<file path="src/rtl/regfile_sb_if.sv">
// regfile_sb_if: write/read/scoreboard bus between the core pipeline (master) and regfile_sb (slave)
interface regfile_sb_if #(
  parameter int XLEN = 32,
  parameter int NREG = 32,
  parameter int NRD = 2,
  parameter int AW = $clog2(NREG)
);
  logic wen;
  logic [AW-1:0] waddr;
  logic [XLEN-1:0] wdata;
  logic [NRD*AW-1:0] raddr;
  logic [NRD*XLEN-1:0] rdata;
  logic [NRD-1:0] rbusy;
  logic sb_set;
  logic [AW-1:0] sb_addr;
  modport master(output wen, waddr, wdata, raddr, sb_set, sb_addr, input rdata, rbusy);
  modport slave(input wen, waddr, wdata, raddr, sb_set, sb_addr, output rdata, rbusy);
endinterface

</file>
<file path="src/rtl/regfile_sb.sv">
// regfile_sb: register file with NRD read ports, one write port, optional bypass and busy scoreboard; ports clk, rst_n, bus (slave), busy_cnt, ret_value, regs
module regfile_sb #(
  parameter int XLEN = 32,
  parameter int NREG = 32,
  parameter int AW = $clog2(NREG),
  parameter int NRD = 2,
  parameter int ZERO_REG = 1,
  parameter int BYPASS = 1,
  parameter int RET_IDX = 10
) (
  input logic clk,
  input logic rst_n,
  regfile_sb_if.slave bus,
  output logic [$clog2(NREG+1)-1:0] busy_cnt,
  output logic [XLEN-1:0] ret_value,
  output logic [NREG*XLEN-1:0] regs
);
  localparam int CW = $clog2(NREG+1);
  logic [XLEN-1:0] rf [NREG];
  logic [NREG-1:0] busy, busy_nxt;
  logic wr, set, inc, dec;
  always_comb begin
    wr = bus.wen && !(ZERO_REG != 0 && bus.waddr == '0);
    set = bus.sb_set && !(ZERO_REG != 0 && bus.sb_addr == '0);
    inc = set && !busy[bus.sb_addr];
    dec = bus.wen && busy[bus.waddr] && !(set && bus.sb_addr == bus.waddr);
    busy_nxt = busy;
    if (bus.wen) busy_nxt[bus.waddr] = 1'b0;
    if (set) busy_nxt[bus.sb_addr] = 1'b1;
  end
  always_ff @(posedge clk or negedge rst_n)
    if (!rst_n) begin
      rf <= '{default: '0};
      busy <= '0;
      busy_cnt <= '0;
    end else begin
      if (wr) rf[bus.waddr] <= bus.wdata;
      busy <= busy_nxt;
      busy_cnt <= busy_cnt + CW'(inc) - CW'(dec);
    end
  for (genvar i = 0; i < NRD; i++) begin : g_rd
    logic [AW-1:0] a;
    logic z, f;
    assign a = bus.raddr[i*AW +: AW];
    assign z = ZERO_REG != 0 && a == '0;
    assign f = BYPASS != 0 && bus.wen && bus.waddr == a;
    assign bus.rdata[i*XLEN +: XLEN] = z ? '0 : f ? bus.wdata : rf[a];
    assign bus.rbusy[i] = !z && !f && busy[a];
  end
  for (genvar r = 0; r < NREG; r++) begin : g_regs
    assign regs[r*XLEN +: XLEN] = rf[r];
  end
  assign ret_value = rf[RET_IDX];
endmodule

</file>
<file path="src/flat_wrapper.sv">
// flat-port wrapper written by rule: the top's interface ports become plain ports
module regfile_sb_flat 
#(
  parameter int XLEN = 32,
  parameter int NREG = 32,
  parameter int AW = $clog2(NREG),
  parameter int NRD = 2,
  parameter int ZERO_REG = 1,
  parameter int BYPASS = 1,
  parameter int RET_IDX = 10
)
  (clk, rst_n, busy_cnt, ret_value, regs, bus_wen, bus_waddr, bus_wdata, bus_raddr, bus_sb_set, bus_sb_addr, bus_rdata, bus_rbusy);
  regfile_sb_if #(.XLEN(XLEN), .NREG(NREG), .NRD(NRD), .AW(AW)) bus_i ();
  input logic clk;
  input logic rst_n;
  output logic [$clog2(NREG+1)-1:0] busy_cnt;
  output logic [XLEN-1:0] ret_value;
  output logic [NREG*XLEN-1:0] regs;
  input wire logic [$bits(bus_i.wen)-1:0] bus_wen;
  input wire logic [$bits(bus_i.waddr)-1:0] bus_waddr;
  input wire logic [$bits(bus_i.wdata)-1:0] bus_wdata;
  input wire logic [$bits(bus_i.raddr)-1:0] bus_raddr;
  input wire logic [$bits(bus_i.sb_set)-1:0] bus_sb_set;
  input wire logic [$bits(bus_i.sb_addr)-1:0] bus_sb_addr;
  output wire logic [$bits(bus_i.rdata)-1:0] bus_rdata;
  output wire logic [$bits(bus_i.rbusy)-1:0] bus_rbusy;
  assign bus_i.wen = bus_wen;
  assign bus_i.waddr = bus_waddr;
  assign bus_i.wdata = bus_wdata;
  assign bus_i.raddr = bus_raddr;
  assign bus_i.sb_set = bus_sb_set;
  assign bus_i.sb_addr = bus_sb_addr;
  assign bus_rdata = bus_i.rdata;
  assign bus_rbusy = bus_i.rbusy;
  regfile_sb #(.XLEN(XLEN), .NREG(NREG), .AW(AW), .NRD(NRD), .ZERO_REG(ZERO_REG), .BYPASS(BYPASS), .RET_IDX(RET_IDX)) u_core (.clk(clk), .rst_n(rst_n), .bus(bus_i), .busy_cnt(busy_cnt), .ret_value(ret_value), .regs(regs));
endmodule
</file>
<file path="config.mk">
export PLATFORM = sky130hd
export DESIGN_NAME = regfile_sb_flat
export DESIGN_NICKNAME = d
export VERILOG_FILES = /design/src/rtl/regfile_sb_if.sv /design/src/rtl/regfile_sb.sv /design/src/flat_wrapper.sv
export SDC_FILE = /design/constraint.sdc
export NUM_CORES = 2
export LEC_CHECK = 0
export BUFFER_PORTS_ARGS = -buffer_cell sky130_fd_sc_hd__clkbuf_2
export CAP_MARGIN = 25
export CORE_AREA = 2 2 459 461
export DETAILED_ROUTE_END_ITERATION = 8
export DIE_AREA = 0 0 461 463
export PLACE_DENSITY = 0.5
export SYNTH_ARGS = -nofsm -noshare
export SYNTH_HDL_FRONTEND = slang
export SYNTH_SLANG_ARGS = --single-unit
</file>
<file path="constraint.sdc">
create_clock -name clk -period 2.95 [get_ports clk]
set_input_delay 0.1475 -clock clk [delete_from_list [all_inputs] [get_ports clk]]
set_output_delay 0.1475 -clock clk [all_outputs]
set_load 0.01 [all_outputs]
</file>
# After elaboration in Yosys (flattened, before gate mapping)

Cells that the tools add are included.

Register bits: 1,062

Multiplexer cells: 27
Reductions and logical operators: 27
$add $sub $neg: 2
Bitwise operators: 6
Equal/unequal tests: 3
Order comparisons: 10

Operators with widths:

| operator           | number |
|---|---|
| $bwmux 1024        | 1 |
| $mux 32            | 11 |
| $bmux 32 s5        | 2 |
| $demux 32 s5       | 1 |
| $and 32x32->32     | 1 |
| $not 32->32        | 1 |
| $or 32x32->32      | 1 |
| $lt 5x6->1 const B | 4 |
| $bmux 1 s5         | 4 |
| $logic_not 5->1    | 4 |
| $ge 6x6->1 const B | 3 |
| $not 5->6          | 3 |
| $eq 5x5->1         | 3 |
| $logic_and 1x1->1  | 15 |
| $demux 1 s5        | 2 |
| $ge 5x1->1 const B | 2 |
| $logic_not 1->1    | 8 |
| $add 6x1->6        | 1 |
| $lt 6x1->1 const B | 1 |
| $mux 1             | 6 |
| $sub 6x1->6        | 1 |

# Logic depth before layout (Yosys ltp)

Word-level depth: 9
Depth in mapped cells: 15
Depth with buffers taken out: 13

# Worst setup path before layout

No wires, ideal clock.

Kind: input to register
Start: input bus_waddr[0]
End: register u_core.busy_cnt[4]
Path slack: 0.021 ns
Setup time: 0.080 ns
Arrival: 2.849 ns
Stages: 15
Path through: buf_2 > buf_2 > mux4_2 > inv_1 > o22ai_1 > a221oi_1 > a31oi_1 > ha_1 > inv_1 > ha_1 > fa_1 > a21oi_1 > nor2_1 > nor2_1 > xnor2_1

Longest elaborated chain between the ends: 5
Elaborated cells on any way between the ends: 8

Ends and longest elaborated chain:

| what                                                                     | RTL line           | source |
|---|---|---|
| start, declared                                                          | flat_wrapper.sv:20 | `input wire logic [$bits(bus_i.waddr)-1:0] bus_waddr;` |
| $bmux 1 s5 / $eq 5x5->1 (equally long branches)                          | regfile_sb.sv:26   | `dec = bus.wen && busy[bus.waddr] && !(set && bus.sb_addr == bus.waddr);` |
| $mux 1 (not written as such) / $logic_and 1x1->1 (equally long branches) | regfile_sb.sv:26   |  |
| $logic_and 1x1->1 / $logic_not 1->1 (equally long branches)              | regfile_sb.sv:26   |  |
| $logic_and 1x1->1 *                                                      | regfile_sb.sv:26   |  |
| $sub 6x1->6 *                                                            | regfile_sb.sv:39   | `busy_cnt <= busy_cnt + CW'(inc) - CW'(dec);` |
| end signal, assigned                                                     | regfile_sb.sv:39   |  |
| end, declared                                                            | regfile_sb.sv:14   | `output logic [$clog2(NREG+1)-1:0] busy_cnt,` |

Every way passes the cells marked *; elsewhere a longest branch is shown, timed or not. The select of a mux whose other input is x is not followed.
A chain may end at the register's enable or synchronous reset.

# Worst setup path in the final report

Start: register u_core.rf (netlist bit u_core.regs[102])
End: output bus_rdata[6]

Longest elaborated chain between the ends: 5

Ends and longest elaborated chain:

| what                                       | RTL line           | source |
|---|---|---|
| start, declared                            | regfile_sb.sv:19   | `logic [XLEN-1:0] rf [NREG];` |
| start signal, assigned by index            | regfile_sb.sv:37   | `if (wr) rf[bus.waddr] <= bus.wdata;` |
| $bmux 32 s5                                | regfile_sb.sv:47   | `assign bus.rdata[i*XLEN +: XLEN] = z ? '0 : f ? bus.wdata : rf[a];` |
| $mux 32 (not written as such) (2 in a row) | regfile_sb.sv:47   |  |
| $mux 32 (2 in a row)                       | regfile_sb.sv:47   |  |
| end, declared                              | flat_wrapper.sv:25 | `output wire logic [$bits(bus_i.rdata)-1:0] bus_rdata;` |

Every way passes these cells. The select of a mux whose other input is x is not followed.

==> flow_summary.yaml <==
worst_setup_path:
  required_ns: 2.80
  startpoint_type: "register"
  crit_path_end_kind: "output port"
  critPathKind: "register to output port"
  crit_arrival_ns: 2.89
  cp_max_fo: 2
  ff2ff_path_depth: 12
route:
  vias: 47847
  route.met3.wl_um: 30690
  vias_per_cell: 5.736
  drt-initial-drc-count: 4719
  postRouteAntennaNets: 0
  drc_errors: 0
  routedWlPerCell_um: 40.11
  wl_met1_um: 122900
  route.met2.wl_um: 159000
  drtPass1Iterations: 6
  top_layer: "met5"
  drt_wl_total_um: 334500
run:
  drv_cap: 0
cells_and_area:
  fin_nets: 5489
  final_cell_area_um2: 75670
  nFillCells: 20579
  syn_to_final_growth_pct: 30.16
  instances_no_fill: 8341
  fin_util: 0.3629
  drive_above_1_share: 0.6435
timing:
  slew_headroom: 0.3833
  period_share: 1.029
  finalSetupViolations: 5
  setup_ws_ns: -0.08434
  period_needed_ns: 3.034
  slew_viol_final: 0
  worst_clock_skew_ns: 0.008654
  rsz0062_at_grt: "true"
  timing.fmax_ghz: 0.3296
  worstMarginPinSlew_ns: 0.9209
  hold_viol: 0
synth:
  synthesis.area_um2: 58130
  ys_top_cells_by_area: "dfrtp_1, mux2_2, mux4_2"
  synthCells: 4105
  synth_top_area_frac: 0.4572
  synth_commonest_cells: "dfrtp_1, mux2_2, mux4_2"
  yosysMostFrequentCell: "dfrtp_1"
  synth_seq_area_share: 0.4572
  synthArstFlopShare: 1.000
  ys.flop_type: "dfrtp_1"
  ys_ff_latch: 1062
  yosys_warnings: 0
  syn_nets: 4168
  synth_largest_area_cell: "dfrtp_1"
  syn_area_per_cell_um2: 14.16
  synth_edf_count: 0
  synth.distinct_cells: 59
pwr:
  switching_share: 0.3610
  cellPowerDensity_nw_per_um2: 730.2
  switching_power_w: 0.01995
  p_comb_frac: 0.306
  clkPwrFrac: 0.312
  intPower_w: 0.03531
  p_leak_nw: 34.71
  peakVddDrop_mv: 0.7197
  seqPwrFrac: 0.383
global_route:
  grt_pass1_wl_um: 447400
  antenna_found_initial: 10
  grt_pass1_vias: 48570
  overflow: 0
  grt_use_total: 0.3069
  grt_max_degree: 89
floorplanning:
  io-pin-count: 1184
  core_um2: 208500
  start_util: 0.2788
  die_y_um: 463
  rows: 168
  die_x_um: 461
  die_area_um2: 213400
placement:
  port_buffers: 1183
  dp_hpwl_um: 242000
  gp_congestion: 0.9411
  dp_cells: 8023
  place_area_um2: 69780
min_path:
  min_path_type: "input pin to register"
  hold_path_depth: 2
clocking:
  h-tree-depth: 4
  clock_path_buffers: 3
  tritoncts: "yes"
  cts_root_buf: "clkbuf_16"
  cts_buffers: 135
  clk_latency_ns: 0.80
  cts.sinks: 1062
  clk_pin_slew_ns: 0.06
status:
  status: "finished with violations"
  violations: "setup timing"
[cells in the final DEF, fill, tap and decap left out, types with 36 or more instances in the layout]
| cell | Yosys | layout |
|---|---|---|
| buf_12 | 0 | 88 |
| o21ai_0 | 102 | 85 |
| a22oi_1 | 58 | 44 |
| o211ai_1 | 37 | 37 |
| nand3_1 | 58 | 53 |
| dfrtp_1 | 1062 | 1028 |
| nand2_1 | 120 | 103 |
| clkbuf_2 | 0 | 1167 |
| a21oi_1 | 52 | 36 |
| mux2_2 | 1014 | 1014 |
| mux2i_1 | 181 | 169 |
| buf_4 | 76 | 375 |
| nor2_1 | 77 | 52 |
| o22ai_1 | 58 | 53 |
| clkbuf_16 | 0 | 136 |
| mux4_2 | 467 | 467 |
[sequential cells by signal (all words and copies together), names as in the netlist]
name	cells
u_core.busy	32
u_core.busy_cnt	6
u_core.regs	992
u_core.ret_value	32
[worst max-delay path, cell delays in order (launching register included)]
cell and delay (ns):
dfrtp_1 0.42, mux4_2 0.48, and2_4 0.17, a211oi_2 0.22
buf_4 0.18, a21oi_4 0.04, a22oi_2 0.27, o21ai_2 0.12
buf_2 0.17
[path summary, 6_finish.rpt]
check | start | end | slack [ns]
max | u_core.regs[102]$_DFFE_PN0P_ | bus_rdata[6] | -0.08
min in group asynchronous | rst_n | u_core.regs[161]$_DFFE_PN0P_ | 0.32
max in group asynchronous | rst_n | u_core.regs[356]$_DFFE_PN0P_ | 2.00
min reg2reg | u_core.regs[8]$_DFFE_PN0P_ | u_core.regs[8]$_DFFE_PN0P_ | 0.42
min | bus_wdata[1] | u_core.regs[993]$_DFFE_PN0P_ | 0.07
max reg2reg | u_core.busy[19]$_DFF_PN0_ | u_core.busy_cnt[5]$_DFF_PN0_ | 0.07
[logic make-up after synthesis]
| kind of cell | count (synthesis) | share of synthesized area |
|---|---|---|
| and+or+nand+nor | 367 | 0.03031 |
| adders and majority gates | 7 | 0.001636 |
| xor gates and xnor gates | 20 | 0.003013 |
| buffers and inverters | 506 | 0.04283 |
| AOI/OAI and AO/OA | 481 | 0.05654 |
| DFF | 1062 | 0.4572 |
| muxes | 1662 | 0.4085 |
[layout make-up]
class,count,area (um2),share of cell area
sequential,1062,26620,0.3518
antenna,4,10.01,0.0001323
multi-input combinational,2537,30030,0.3969
inverter,14,57.56,0.0007607
timing repair buffer,1676,10930,0.1445
clock inverter,54,656.9,0.008681
clock buffer,189,3852,0.05091
tap,2805,3510,0.04638
[layer usage]
metal,GRT usage,vias to the layer above
li1,-,18517
met1,0.3580,25910
met2,0.4988,2737
met3,0.09383,679
met4,0.1747,4
met5,0,-
[repair_timing]
| action | CTS | global route |
|---|---|---|
| endpoints found under the setup margin | 37 | 33 |
| hold buffers | 24 | 0 |
| gates resized for setup | 145 | 60 |
| setup buffers | 43 | 11 |
| pin swaps | 35 | 24 |
| hold endpoints to repair | 775 | 0 |
[metrics by stage]
| step | total power, W | hold WS [ns] | TNS, ns | setup WS (ns) |
|---|---|---|---|---|
| floorplan | 0.02828 | -0.1481 | 0 | 0.02115 |
| global placement | 0.03726 | 0.2236 | -1.544 | -0.4838 |
| finish | 0.05525 | 0.07133 | -0.2085 | -0.08434 |
| detailed placement | 0.03742 | 0.2234 | -0.6066 | -0.2418 |
| global route | 0.05716 | 0.01186 | -0.7466 | -0.1265 |
| CTS | 0.05515 | 0.01054 | -0.4927 | -0.09957 |
[power groups by stage]
stage               combinational (W)  clock [W]  sequential, W
global placement               0.0161          0         0.0211
floorplan                     0.00720          0         0.0211
global route                   0.0177     0.0181         0.0214
CTS                            0.0167     0.0175         0.0210
detailed placement             0.0161          0         0.0213
finish                         0.0169     0.0172         0.0212
Power figures use the tool's default switching activity.
